## config.mk

```make
export PLATFORM = sky130hd
export DESIGN_NAME = subneg_mem_responder
export DESIGN_NICKNAME = d
export VERILOG_FILES = /design/src/rtl/subneg_mem_responder.sv
export SDC_FILE = /design/constraint.sdc
export NUM_CORES = 2
export LEC_CHECK = 0
export CAP_MARGIN = 25
export CORE_ASPECT_RATIO = 1.1
export CORE_MARGIN = 2
export CORE_UTILIZATION = 47
export DETAILED_ROUTE_END_ITERATION = 6
export PLACE_DENSITY = 0.69
export SETUP_SLACK_MARGIN = 0.02
export SLEW_MARGIN = 20
export SYNTH_ARGS = -nofsm -noshare
export SYNTH_HDL_FRONTEND = slang
export SYNTH_SLANG_ARGS = --single-unit
```

## constraint.sdc

```tcl
create_clock -name clk -period 4.4 [get_ports clk]
set_input_delay 0.88 -clock clk [delete_from_list [all_inputs] [get_ports clk]]
set_output_delay 0.88 -clock clk [all_outputs]
set_load 0.005 [all_outputs]
```

## src/rtl/subneg_mem_responder.sv

```systemverilog
// Memory-side responder for the SUBNEG core bus: address latch, SRAM,
// output latch, contention flag and a program loader used while the core is held.
module subneg_mem_responder #(
   parameter int ADDR_W   = 8,
   parameter int DATA_W   = 8,
   parameter int OUT_ADDR = 255
) (
   input  logic              clk,
   input  logic              reset,
   input  logic              run,
   input  logic              cpu_latch,
   input  logic              cpu_oe_n,
   input  logic              cpu_we_n,
   input  logic              cpu_out_clk,
   input  logic [DATA_W-1:0] cpu_dout,
   output logic [DATA_W-1:0] mem_dout,
   output logic              mem_doe,
   input  logic              load_valid,
   output logic              load_ready,
   input  logic [ADDR_W-1:0] load_addr,
   input  logic [DATA_W-1:0] load_data,
   input  logic [ADDR_W-1:0] dbg_addr,
   output logic [DATA_W-1:0] dbg_data,
   output logic [DATA_W-1:0] out_data,
   output logic              out_valid,
   output logic [7:0]        out_count,
   output logic              bus_err
);

   localparam int                DEPTH   = 2 ** ADDR_W;
   localparam logic [ADDR_W-1:0] OUT_SEL = ADDR_W'(OUT_ADDR);

   // Program storage; deliberately not reset so a core reset keeps the program.
   logic [DATA_W-1:0] r_mem [DEPTH];

   logic              r_latch_q;
   logic              r_we_q;
   logic              r_out_q;
   logic [ADDR_W-1:0] r_addr;
   logic [DATA_W-1:0] r_out_data;
   logic              r_out_valid;
   logic [7:0]        r_out_count;
   logic              r_bus_err;

   logic w_latch_rise;
   logic w_we_fall;
   logic w_out_rise;
   logic w_contention;
   logic w_core_wr;
   logic w_load_wr;

   // Strobe edges only count while the core owns the bus; history flops
   // track regardless so that raising run never creates a phantom edge.
   assign w_latch_rise = run & cpu_latch & ~r_latch_q;
   assign w_we_fall    = run & ~cpu_we_n & r_we_q;
   assign w_out_rise   = run & cpu_out_clk & ~r_out_q;
   assign w_contention = run & ~cpu_oe_n & ~cpu_we_n;

   // A write needs oe_n high (which also suppresses writes during contention),
   // must not target the output-latch address, and is abandoned under reset.
   assign w_core_wr = w_we_fall & cpu_oe_n & (r_addr != OUT_SEL) & ~reset;

   assign load_ready = ~run & ~reset;
   assign w_load_wr  = load_valid & load_ready;

   assign mem_doe   = run & ~cpu_oe_n;
   assign mem_dout  = mem_doe ? r_mem[r_addr] : '0;
   assign dbg_data  = r_mem[dbg_addr];
   assign out_data  = r_out_data;
   assign out_valid = r_out_valid;
   assign out_count = r_out_count;
   assign bus_err   = r_bus_err;

   // Strobe history, forced to idle levels on reset.
   always_ff @(posedge clk) begin
      if (reset) begin
         r_latch_q <= 1'b0;
         r_we_q    <= 1'b1;
         r_out_q   <= 1'b0;
      end else begin
         r_latch_q <= cpu_latch;
         r_we_q    <= cpu_we_n;
         r_out_q   <= cpu_out_clk;
      end
   end

   // Address latch, output latch, capture counter and sticky contention flag.
   always_ff @(posedge clk) begin
      if (reset) begin
         r_addr      <= '0;
         r_out_data  <= '0;
         r_out_valid <= 1'b0;
         r_out_count <= 8'd0;
         r_bus_err   <= 1'b0;
      end else begin
         r_out_valid <= w_out_rise;
         if (w_latch_rise) begin
            r_addr <= cpu_dout[ADDR_W-1:0];
         end
         if (w_out_rise) begin
            r_out_data  <= cpu_dout;
            r_out_count <= r_out_count + 8'd1;
         end
         if (w_contention) begin
            r_bus_err <= 1'b1;
         end
      end
   end

   // Memory writes: loader when held, core otherwise; a simultaneous latch
   // rise still writes through the old address because r_addr updates later.
   always_ff @(posedge clk) begin
      if (w_load_wr) begin
         r_mem[load_addr] <= load_data;
      end else if (w_core_wr) begin
         r_mem[r_addr] <= cpu_dout;
      end
   end

endmodule

```

After elaboration in Yosys (flattened, before gate mapping)
Memories as Yosys holds them, arrays and structs flattened. A register that Yosys moved wholly into a read port is not among the register bits. Index checks and enable logic that the tools add are counted.

Bits in registers: 29. Bits in writable memories: 2048. Input port bits: 40. Output and inout port bits: 36. Memories: 1.

$add $sub $neg: 1. Equal/unequal tests: 1. Muxes and demuxes: 11. Bitwise operators: 19. Reduce and logical (&&, ||, !) cells: 1.

Memory list: r_mem (words 256, bits a word 8, rd ports 2, clocked after memory_dff 1, write ports 1, line 34) `logic [DATA_W-1:0] r_mem [DEPTH];`.

Operator list (number): $mux 8 (5); $and 1x1->1 (13); $add 8x1->8 const B (1); $ne 8x8->1 const B (1); $reduce_or 8->1 (1); $mux 1 (6); $not 1->1 (6).

Longest topological paths before layout
Depth in word-level cells: 11. Gate-level depth with buffers: 13. Gate-level depth less buffers: 7.

Worst setup path after synthesis
OpenSTA, ideal clock, no wires.

Kind: input port to flip-flop. Start: input port reset. End: memory r_mem[0][0], data pin. Library setup time: 0.556 ns. Data arrival time: 3.526 ns. Required time: 3.844 ns. Setup slack: 0.318 ns. Stages: 5. Path buffers: 2. Cell sequence: and4bb_2 o211ai_2 buf_2 buf_2 mux2_2.

Longest elaborated chain between the ends: 7.

RTL lines: from (decl) (line 9) `input logic reset,`; $not 1->1 (*) (line 61, 63); $and 1x1->1 (on tied branches) (line 61, 63); $mux 1 or $and 1x1->1 (tied branches) (line 115, 64); $mux 1 (*) (line 113) `if (w_load_wr) begin`; $mux 1 (implied by the code) (*) (line 116) `r_mem[r_addr] <= cpu_dout;`; $reduce_or 8->1 (no source line) (*); $mux 8 (no source line) (*); to (decl) (line 34).

Mark *: on every way between the ends. The rest lies on a longest branch, timed or not.

==> run summary <==
## Final layout
* footprint of the flip-flops and latches: 62,300 µm²
* Final Instance Area: 124,000 µm²
* nets: 7,027
* commonest cells after routing, fill and taps aside: sky130_fd_sc_hd__edfxtp_1, sky130_fd_sc_hd__buf_4, sky130_fd_sc_hd__mux4_2
* synth-to-layout area growth: 24.9%
* Fillers: 15,401
* share of layout cells above drive strength 1: 39.3%
* footprint of the multi-input gates: 36,300 µm²
* most common cell after layout, fill and taps aside: sky130_fd_sc_hd__edfxtp_1

## Worst setup path
* Data arrival, critical path: 4040 ps
* peak fanout along the critical path: 6
* worst setup path class: register to primary output
* endpoint required time on the critical path: 3520 ps
* kind of end point of the critical path: primary output
* kind of start point of the critical path: register

## STA
* post-layout min period: 4920 ps
* post-route clock period utilization: 112%
* Fmax achieved: 0.203 GHz
* fin. max-slew vios: 0
* relative max-transition margin: 30.6%
* Least-Margin Pin Slew: 1040 ps
* final setup skew: 47.3 ps
* total negative slack: -3840 ps
* unrepaired setup endpoints after global routing: yes
* setup violators final: 15
* final hold viol count: 0
* crit path setup slack, layout: -517 ps

## Global routing
* GRT Residual Overflow: 0
* total global routing track utilization: 35.2%
* largest net degree at the start of global routing: 112
* first-pass GRT wire length: 526,000 µm
* initial antenna violation count: 17
* number of global-route vias before repair: 67,162

## Power and ir drop
* portion of total power attributed to the clock network: 40.5%
* net switching component of the power: 10,800 µW
* total power per unit cell area: 363 nW/µm²
* switching share of power: 24.1%
* total internal power: 34,100 µW
* sequential share of power: 48.8%
* proportion of power drawn by combinational gates: 10.7%
* leakage: 0.0409 µW
* Worst IR Drop VDD: 0.449 mV
* total power of the final layout: 44,900 µW

## Logic synthesis
* synth warn: 0
* number of distinct library cells after synthesis: 82
* EDFF count, synth: 2,048
* Cells after Synth: 5,748
* cell area after synthesis: 99,000 µm²
* proportion of register bits with asynchronous set or reset after synthesis: 0%
* number of register bits inferred by synthesis: 2,085
* Synth area leaders: sky130_fd_sc_hd__edfxtp_1, sky130_fd_sc_hd__mux4_2, sky130_fd_sc_hd__mux2i_1
* predominant post-synthesis flop cell: sky130_fd_sc_hd__edfxtp_1
* syn_area_per_cell: 17.2 µm²
* fraction of synthesized cell area taken by the top area cell type: 62.1%
* net count after synthesis: 5,789
* sequential share of the synthesized area: 62.9%
* cell type with the largest total area after synthesis: sky130_fd_sc_hd__edfxtp_1

## Placement
* area post-placement: 111,000 µm²
* post-DP HPWL: 270,000 µm
* number of buffers added on ports: 75
* placer's final routability congestion estimate: 1.07

## Drt
* remaining number of nets flagged by the antenna check after routing: 0
* via count: 69,269
* drt pass-1 iters: 7
* Initial DRC Count: 11,124
* per-cell via count in the routed design: 6.97
* wire length per cell: 38.7 µm
* DRC: 1
* Routed WL: 384,000 µm

## Hold path
* class of the most critical hold timing path: register to register

## Clocking
* latest clock arrival within the worst-skew pair: 890 ps
* buffer cell driving the clock tree root: sky130_fd_sc_hd__clkbuf_16
* cts bufs inserted: 208
* clock tree from TritonCTS: built
* number of buffers on the longest clock path: 3
* Max H-tree Level: 4
* clock slew at the register clock pins of the worst setup and hold paths: 60 ps
* clock sink total: 2,085
* hold-fix buffers at CTS: 0

## Floorplan
* Vert. Die Dim: 485 µm
* DIE WIDTH: 442 µm
* I/O pin count: 76
* core area: 209,000 µm²
* Starting Density: 47.3%
* total die area: 214,000 µm²
* cell row count: 176

## Job
* number of max-capacitance violations reported: 0

## Run status
* failing checks: DRC, setup timing
* result of the run: finished with violations

==> kinds of logic (layout without fill, tap and decap cells) <==
family,count (synthesis),count (layout),synth area share (%)
adder cells (fa/ha/maj),1,1,0.0126
multiplexers,1382,1382,23.3
AO/OA/AOI/OAI,876,876,6.19
AND/OR/NAND/NOR,937,937,4.35
buffers and inverters,460,1876,3.19
other,0,13,0
flip-flops,2085,2085,62.9
XOR/XNOR,7,7,0.0619
==> synth_stat cells, drive strengths merged, types with 37 or more instances <==
cell,instances
edfxtp,2048
mux4,719
mux2i,632
nor2,368
buf,293
nand2,204
a22oi,177
clkbuf,160
o21ai,140
o22ai,137
a21oi,104
nand3,95
o221ai,90
nor3,74
a221oi,68
a211oi,45
dfxtp,37
nand4,37
==> repair_timing <==
item,CTS,global route
gates cloned,25,6
gates resized for setup,670,187
pin swaps,126,98
buffers inserted,158,79
setup endpoints to repair,16,16
==> metal layers <==
layer / track usage (%) / vias to the layer above / routed length, µm
li1: - / 26693 / -
met1: 43.3 / 35567 / 128000
met2: 53.3 / 5712 / 172000
met3: 9.91 / 1285 / 49100
met4: 26.4 / 12 / 35400
met5: 0 / - / 91
==> stage by stage <==
step                setup slack, ps  utilization [%]  hold slack [ps]  instances
global placement              -1700             52.9              444       9299
finish                         -517             59.1              459       9936
floorplan                       318                -              453       5748
global route                   -496             59.1              481       9925
detailed placement            -1310             52.9              449       9300
CTS                            -529             58.5              461       9857
==> state kept, by name, summed over array words and instances (netlist names), named ones only <==
register and flops:
r_latch_q 1, r_out_q 1, r_addr 8, r_we_q 1, out_count 8, r_mem 2048
out_data 8, out_valid 1, bus_err 1
==> layout make-up <==
class	count	share of cell area, %
Clock inverter	148	1.23
Antenna cell	13	0.0263
Timing Repair Buffer	1482	11.9
Inverter	6	0.0202
Sequential cell	2085	50.3
Tap cell	2759	2.79
Multi-Input combinational cell	3203	29.3
Clock buffer	240	4.36
==> final timing paths <==
| kind | slack, ps | cells past startpoint | start | endpoint |
|---|---|---|---|---|
| worst min-delay path | 460 | 2 | out_data[7] | out_data[7] |
| worst max register to register | 610 | 8 | r_addr[3] | r_mem[66][4] |
| worst min register to register | 460 | 2 | out_data[7] | out_data[7] |
| worst max-delay path | -520 | 16 | register | mem_dout[6] |
==> critical path: stages, from the launching register on <==
cell and delay (ps):
sky130_fd_sc_hd__dfxtp_4 420, sky130_fd_sc_hd__buf_12 160, sky130_fd_sc_hd__buf_12 140, sky130_fd_sc_hd__buf_16 130, sky130_fd_sc_hd__buf_8 120, sky130_fd_sc_hd__buf_6 120
sky130_fd_sc_hd__mux2i_1 120, sky130_fd_sc_hd__o22ai_1 180, sky130_fd_sc_hd__buf_4 160, sky130_fd_sc_hd__mux2i_1 70, sky130_fd_sc_hd__buf_4 190, sky130_fd_sc_hd__a221oi_2 250
sky130_fd_sc_hd__o211a_1 170, sky130_fd_sc_hd__nand4_1 390, sky130_fd_sc_hd__o21ai_1 210, sky130_fd_sc_hd__buf_4 210, sky130_fd_sc_hd__buf_6 110
==> power groups by stage <==
stage	Clock [µW]	Sequential [µW]	Combinational (µW)
5_1_grt	18900	21900	4840
2_1_floorplan	0	22400	2030
3_3_place_gp	0	22300	3970
6_report	18200	21900	4790
3_5_place_dp	0	22300	4020
4_1_cts	18200	21900	4520
(Power assumes the default switching activity.)
